[config.mk]
export PLATFORM = sky130hd
export DESIGN_NAME = pattern_merge_pipe
export DESIGN_NICKNAME = d
export VERILOG_FILES = /design/src/rtl/pattern_merge_pkg.sv /design/src/rtl/pattern_merge_stage.sv /design/src/rtl/pattern_merge_pipe.sv
export SDC_FILE = /design/constraint.sdc
export NUM_CORES = 1
export LEC_CHECK = 0
export ABC_AREA = 1
export ABC_CLOCK_PERIOD_IN_PS = 1300
export CAP_MARGIN = 40
export CORE_MARGIN = 2
export CORE_UTILIZATION = 49
export DETAILED_ROUTE_END_ITERATION = 16
export GPL_TIMING_DRIVEN = 0
export PLACE_DENSITY = 0.78
export SLEW_MARGIN = 20
export SYNTH_ARGS = -nofsm -noshare
export SYNTH_HDL_FRONTEND = slang
export SYNTH_SLANG_ARGS = --single-unit
[constraint.sdc]
create_clock -name blif_clk_net -period 1.3 [get_ports blif_clk_net]
set_input_delay 0.26 -clock blif_clk_net [delete_from_list [all_inputs] [get_ports blif_clk_net]]
set_output_delay 0.26 -clock blif_clk_net [all_outputs]
set_load 0.01 [all_outputs]
[src/rtl/pattern_merge_pkg.sv]
// Shared types and helpers for the pattern merge pipeline.
package pattern_merge_pkg;

  // Widest channel that the left-pattern helper can reduce.
  localparam int unsigned LP_MAX_W = 64;

  // Payload bits carried per channel: one each of nand, nor and parity.
  localparam int PAYLOAD_PER_CH = 3;

  // g78 update rule encodings.
  localparam int MODE_TOGGLE = 0;
  localparam int MODE_STICKY = 1;

  typedef struct packed {
    logic nand_b;
    logic nor_b;
    logic par_b;
  } left_t;

  // Left-pattern triple over the low w bits of d; bits above w are masked
  // so that they act as the identity element of each reduction.
  function automatic left_t left_pattern(input logic [LP_MAX_W-1:0] d,
                                         input int unsigned w);
    logic [LP_MAX_W-1:0] mask;
    left_t r;
    mask     = (w >= LP_MAX_W) ? '1 : ((LP_MAX_W'(1) << w) - LP_MAX_W'(1));
    r.nand_b = ~&(d | ~mask);
    r.nor_b  = ~|(d & mask);
    r.par_b  = ^(d & mask);
    return r;
  endfunction

endpackage

[src/rtl/pattern_merge_stage.sv]
// One elastic ready/valid register stage. It loads whenever it is empty or
// its current beat is being drained, so bubbles collapse.
module pattern_merge_stage #(
  parameter int PW = 6
) (
  input  logic          clk,
  input  logic          rst,
  input  logic          up_valid,
  input  logic [PW-1:0] up_data,
  input  logic          drain,
  output logic          ready,
  output logic          valid,
  output logic [PW-1:0] data
);

  assign ready = ~valid | drain;

  // Stage register: take the upstream beat (or a bubble) when ready.
  always_ff @(posedge clk) begin
    // NOTE: state uses <= so every stage samples the pre-edge values of its
    // neighbours; blocking here would ripple a beat through several stages.
    if (rst) begin
      valid <= 1'b0;
      // NOTE: the payload is reset too, so a discarded beat leaves no trace
      // and the merge outputs start from a known value.
      data  <= '0;
    end else if (ready) begin
      valid <= up_valid;
      if (up_valid) data <= up_data;
    end
  end

endmodule

[src/rtl/pattern_merge_pipe.sv]
// Per-channel left-pattern reduction, DEPTH-stage elastic pipeline and a
// right-pattern merge feeding a stateful flag and saturating counter.
import pattern_merge_pkg::*;

module pattern_merge_pipe #(
  parameter int W     = 4,
  parameter int CH    = 2,
  parameter int DEPTH = 2,
  parameter int MODE  = 0,
  parameter int CNT_W = 8
) (
  input  logic            blif_clk_net,
  input  logic            blif_reset_net,
  input  logic [CH*W-1:0] in_data,
  input  logic            in_valid,
  output logic            in_ready,
  input  logic            clr,
  input  logic            out_ready,
  output logic            out_valid,
  output logic            merge_and,
  output logic            merge_or,
  output logic            merge_par,
  output logic            g78,
  output logic [CNT_W-1:0] count
);

  localparam int PAYLOAD_W = PAYLOAD_PER_CH * CH;

  logic [CH-1:0]        nand_v, nor_v, par_v;
  left_t                lp;
  logic [DEPTH-1:0]     v, rdy, drn;
  logic [PAYLOAD_W-1:0] pl [DEPTH];
  logic [PAYLOAD_W-1:0] last;
  logic                 xfer;

  // Left pattern on every input channel.
  always_comb begin
    // NOTE: defaults first so no path through the block can infer a latch.
    nand_v = '0;
    nor_v  = '0;
    par_v  = '0;
    lp     = '0;
    for (int c = 0; c < CH; c++) begin
      lp        = left_pattern(LP_MAX_W'(in_data[c*W +: W]), W);
      nand_v[c] = lp.nand_b;
      nor_v[c]  = lp.nor_b;
      par_v[c]  = lp.par_b;
    end
  end

  for (genvar k = 0; k < DEPTH; k++) begin : g_stage
    logic                 up_valid;
    logic [PAYLOAD_W-1:0] up_data;

    if (k == 0) begin : g_head
      assign up_valid = in_valid;
      assign up_data  = {par_v, nor_v, nand_v};
    end else begin : g_body
      assign up_valid = v[k-1];
      assign up_data  = pl[k-1];
    end

    if (k == DEPTH - 1) begin : g_tail
      assign drn[k] = xfer;
    end else begin : g_mid
      assign drn[k] = v[k] & rdy[k+1];
    end

    pattern_merge_stage #(.PW(PAYLOAD_W)) u_stage (
      .clk      (blif_clk_net),
      .rst      (blif_reset_net),
      .up_valid (up_valid),
      .up_data  (up_data),
      .drain    (drn[k]),
      .ready    (rdy[k]),
      .valid    (v[k]),
      .data     (pl[k])
    );
  end

  assign last      = pl[DEPTH-1];
  assign in_ready  = rdy[0] & ~blif_reset_net;
  assign out_valid = v[DEPTH-1] & ~blif_reset_net;
  assign xfer      = out_valid & out_ready;

  assign merge_and = out_valid & (&last[CH-1:0]);
  assign merge_or  = out_valid & (|last[2*CH-1:CH]);
  assign merge_par = out_valid & (^last[3*CH-1:2*CH]);

  // Flag and transfer counter; clr beats a simultaneous transfer.
  always_ff @(posedge blif_clk_net) begin
    if (blif_reset_net || clr) begin
      g78   <= 1'b0;
      count <= '0;
    end else if (xfer) begin
      if (MODE == MODE_STICKY) g78 <= g78 | merge_or;
      else                     g78 <= g78 ^ merge_par;
      if (count != '1) count <= count + CNT_W'(1);
    end
  end

endmodule

==> results_dict.tcl <==
set metrics [dict create \
    status "complete, but fails checks" \
    violations "negative setup slack" \
    nets 218 \
    yosysWarnings 0 \
    clockBufferDepth 2 \
    crit_path_top_delay_cell "dfxtp_4" \
    dp_hpwl_um 1820 \
    wire_per_inst_um 11.1 \
    synthToLayoutAreaGrowth_pct 39.5 \
    cp_top_family "flip-flops" \
    netlist_instances 159 \
    max-vdd-ir-drop_mv 0.633 \
    drive_above_1_share 0.246 \
    fin_ws_ns -0.0804 \
    hold_path_class "in2reg" \
    ys.flop_type "dfxtp_1" \
    synth_fa_ha_area_frac 0.0961 \
    cts_tree "done" \
    drtAntennaViolNets 0 \
    setup-violations-final 4 \
    synth-compound-area-share 0.127 \
    drt-pass1-iter-count 4 \
    async_flop_share 0 \
    htree_levels 1 \
    clockRootBuffer "clkbuf_4" \
    synth_area_per_cell_um2 7.37 \
    finClkSkew_ns 0.0131 \
    timing.hold.ws_ns 0.305 \
    clk_latency_ns 0.31 \
    core-area_mm2 0.00223 \
    fmaxAchievable_mhz 724 \
    maxCapViolCount 0 \
    drtIter0Drc 25 \
    setup.worst_path.end_class "primary output" \
    synth_cell_type_count 21 \
    synth_edf_count 0 \
    worstPathRequired_ns 1.04 \
    hold_viol_final 0 \
    placed_cell_area_mm2 0.00147 \
    relSlewSlack 0.722 \
    cp_common_cell "nand3_4" \
    drv_slew 0 \
    power_leakage_uw 0.000763 \
    vias_per_cell 5.00 \
    path_max_fanout 3 \
    finalCritPeriodShare 1.06 \
    synth_top_family_by_area "simple AND/OR/NAND/NOR gates" \
    grt-ovfl-total 0 \
    seq_area_frac_synth 0.393 \
    cts_buffers 3 \
    slowest_delay_ns 0.39 \
    grt.total_usage 0.205 \
    tns_ns -0.258 \
    clk_pin_slew_ns 0.13 \
    place_ws_ns -0.865 \
    grt_pass1_vias 1021 \
    holdBufCountCts 0 \
    final_area_mm2 0.00164 \
    critPathBufInv 2 \
    drcViolationCount 0 \
    globalplace.congestion 0.850 \
    clkSinkCount 23 \
    setup.worst_path.class "reg2out" \
    synth_seq_cells 23 \
    syn_nets 181 \
    drt-total-wl_um 2470 \
    worstPathCellList "nand3_4 -> nand3_4 -> inv_2 -> nor2_1 -> buf_2" \
    rsz0062_at_grt "yes" \
    crit_path_start_kind "register" \
    floorplan.initialDensity 0.525 \
    finalCriticalPeriod_ns 1.38 \
    die_h_um 52.9 \
    num_vias 1115 \
    layout_common_cells "22 x inv_1, 21 x nor2_1, 18 x nand2_1" \
    netlist_area_mm2 0.00117 \
    io_buffers 26 \
    grt_start_max_net_pins 13 \
    dieWidth_um 52.9 \
    final_common_cell "inv_1" \
    post-route-util 0.732 \
    antennaDiodeCount 0 \
    grt_antenna_before_repair 0 \
    io_pins 27 \
    synth_simple_gate_area_share 0.249 \
    synth.area.mux_share 0 \
    dieArea_mm2 0.00280 \
    p_per_area_mw_per_mm2 783 \
    synth_xor_area_frac 0.0299 \
    grt_pass1_wl_um 4200 \
    worstMarginPinSlew_ns 0.415 \
    rows 17 \
    cp.arrival_ns 1.12 \
]
## worst paths after layout
| kind | startpoint | end | slack, ns | cells after the start |
|---|---|---|---|---|
| setup / recovery | g_stage[1].u_stage.valid | in_ready | -0.08 | 5 |
| hold / removal | blif_reset_net | g_stage[1].u_stage.valid | 0.31 | 2 |
| setup reg to reg | count[1] | count[2] | 0.07 | 8 |
| hold reg to reg | g_stage[1].u_stage.data[2] | g_stage[1].u_stage.data[2] | 0.48 | 2 |
## sequential cells by signal, indices dropped and copies added (netlist names)
signal,flops
count,8
g78,1
g_stage.u_stage.data,12
g_stage.u_stage.valid,2
## cells by family (layout without fill, tap and decap cells)
kind of cell,after synthesis,count (layout)
and+or+nand+nor,65,65
AOI/OAI and AO/OA,29,29
buffers and inverters,29,65
DFF,23,23
adders and majority gates,9,9
xor gates and xnor gates,4,4
## repair_timing
item | CTS | global route
hold endpoints to repair | 0 | 0
pin swaps | 3 | 2
endpoints found under the setup margin | 35 | 14
gates resized for setup | 60 | 18
gates cloned | 0 | 1
buffers inserted | 4 | 1
## power by group
group / total [uW] / switching (uW) / leakage, uW / internal (uW)
clock: 322 / 202 / 0.0000150 / 120
combinational: 211 / 109 / 0.000552 / 103
sequential: 746 / 19.5 / 0.000195 / 727
## layout make-up
class	count	area [um2]
plain buffers	3	26.3
clock buffers	4	26.3
fillers	187	598
inverters	26	97.6
multi-input cells	107	671
flip-flops and latches	23	489
well taps	28	35.0
repair buffers	32	290
## through the flow
step	instances	power, uW
floorplan	159	879
detailed placement	213	960
global placement	213	950
CTS	221	1280
global route	223	1350
finish	223	1280
## Yosys cell counts, types with 2 or more instances
cell type,number,area (um2)
buf_6,2,22.5
nor2_1,23,86.3
o21ai_1,3,15.0
nor3_1,2,10.0
nand3_1,13,65.1
inv_2,2,7.51
nand4_1,2,12.5
inv_1,24,90.1
o21ai_0,8,40.0
dfxtp_1,23,460
nand2_1,20,75.1
xor2_1,3,26.3
a21oi_1,16,80.1
ha_1,9,113
nand2_2,3,18.8
## worst reg2reg max path: stages (launching register included)
cell and delay, ns:
dfxtp_4 0.39, ha_4 0.15, nand3_4 0.09, inv_1 0.07, nand2_2 0.07, buf_6 0.14
nand2_1 0.07, nand2_1 0.05, a21oi_1 0.13
## per-layer routing
layer | wire [um] | global-route usage | vias up
met5 | 0 | 0 | -
met4 | 43 | 0.107 | 0
met3 | 105 | 0.0254 | 4
met2 | 1180 | 0.348 | 33
met1 | 1130 | 0.250 | 491
li1 | - | - | 587
Power figures use the tool's default switching activity.
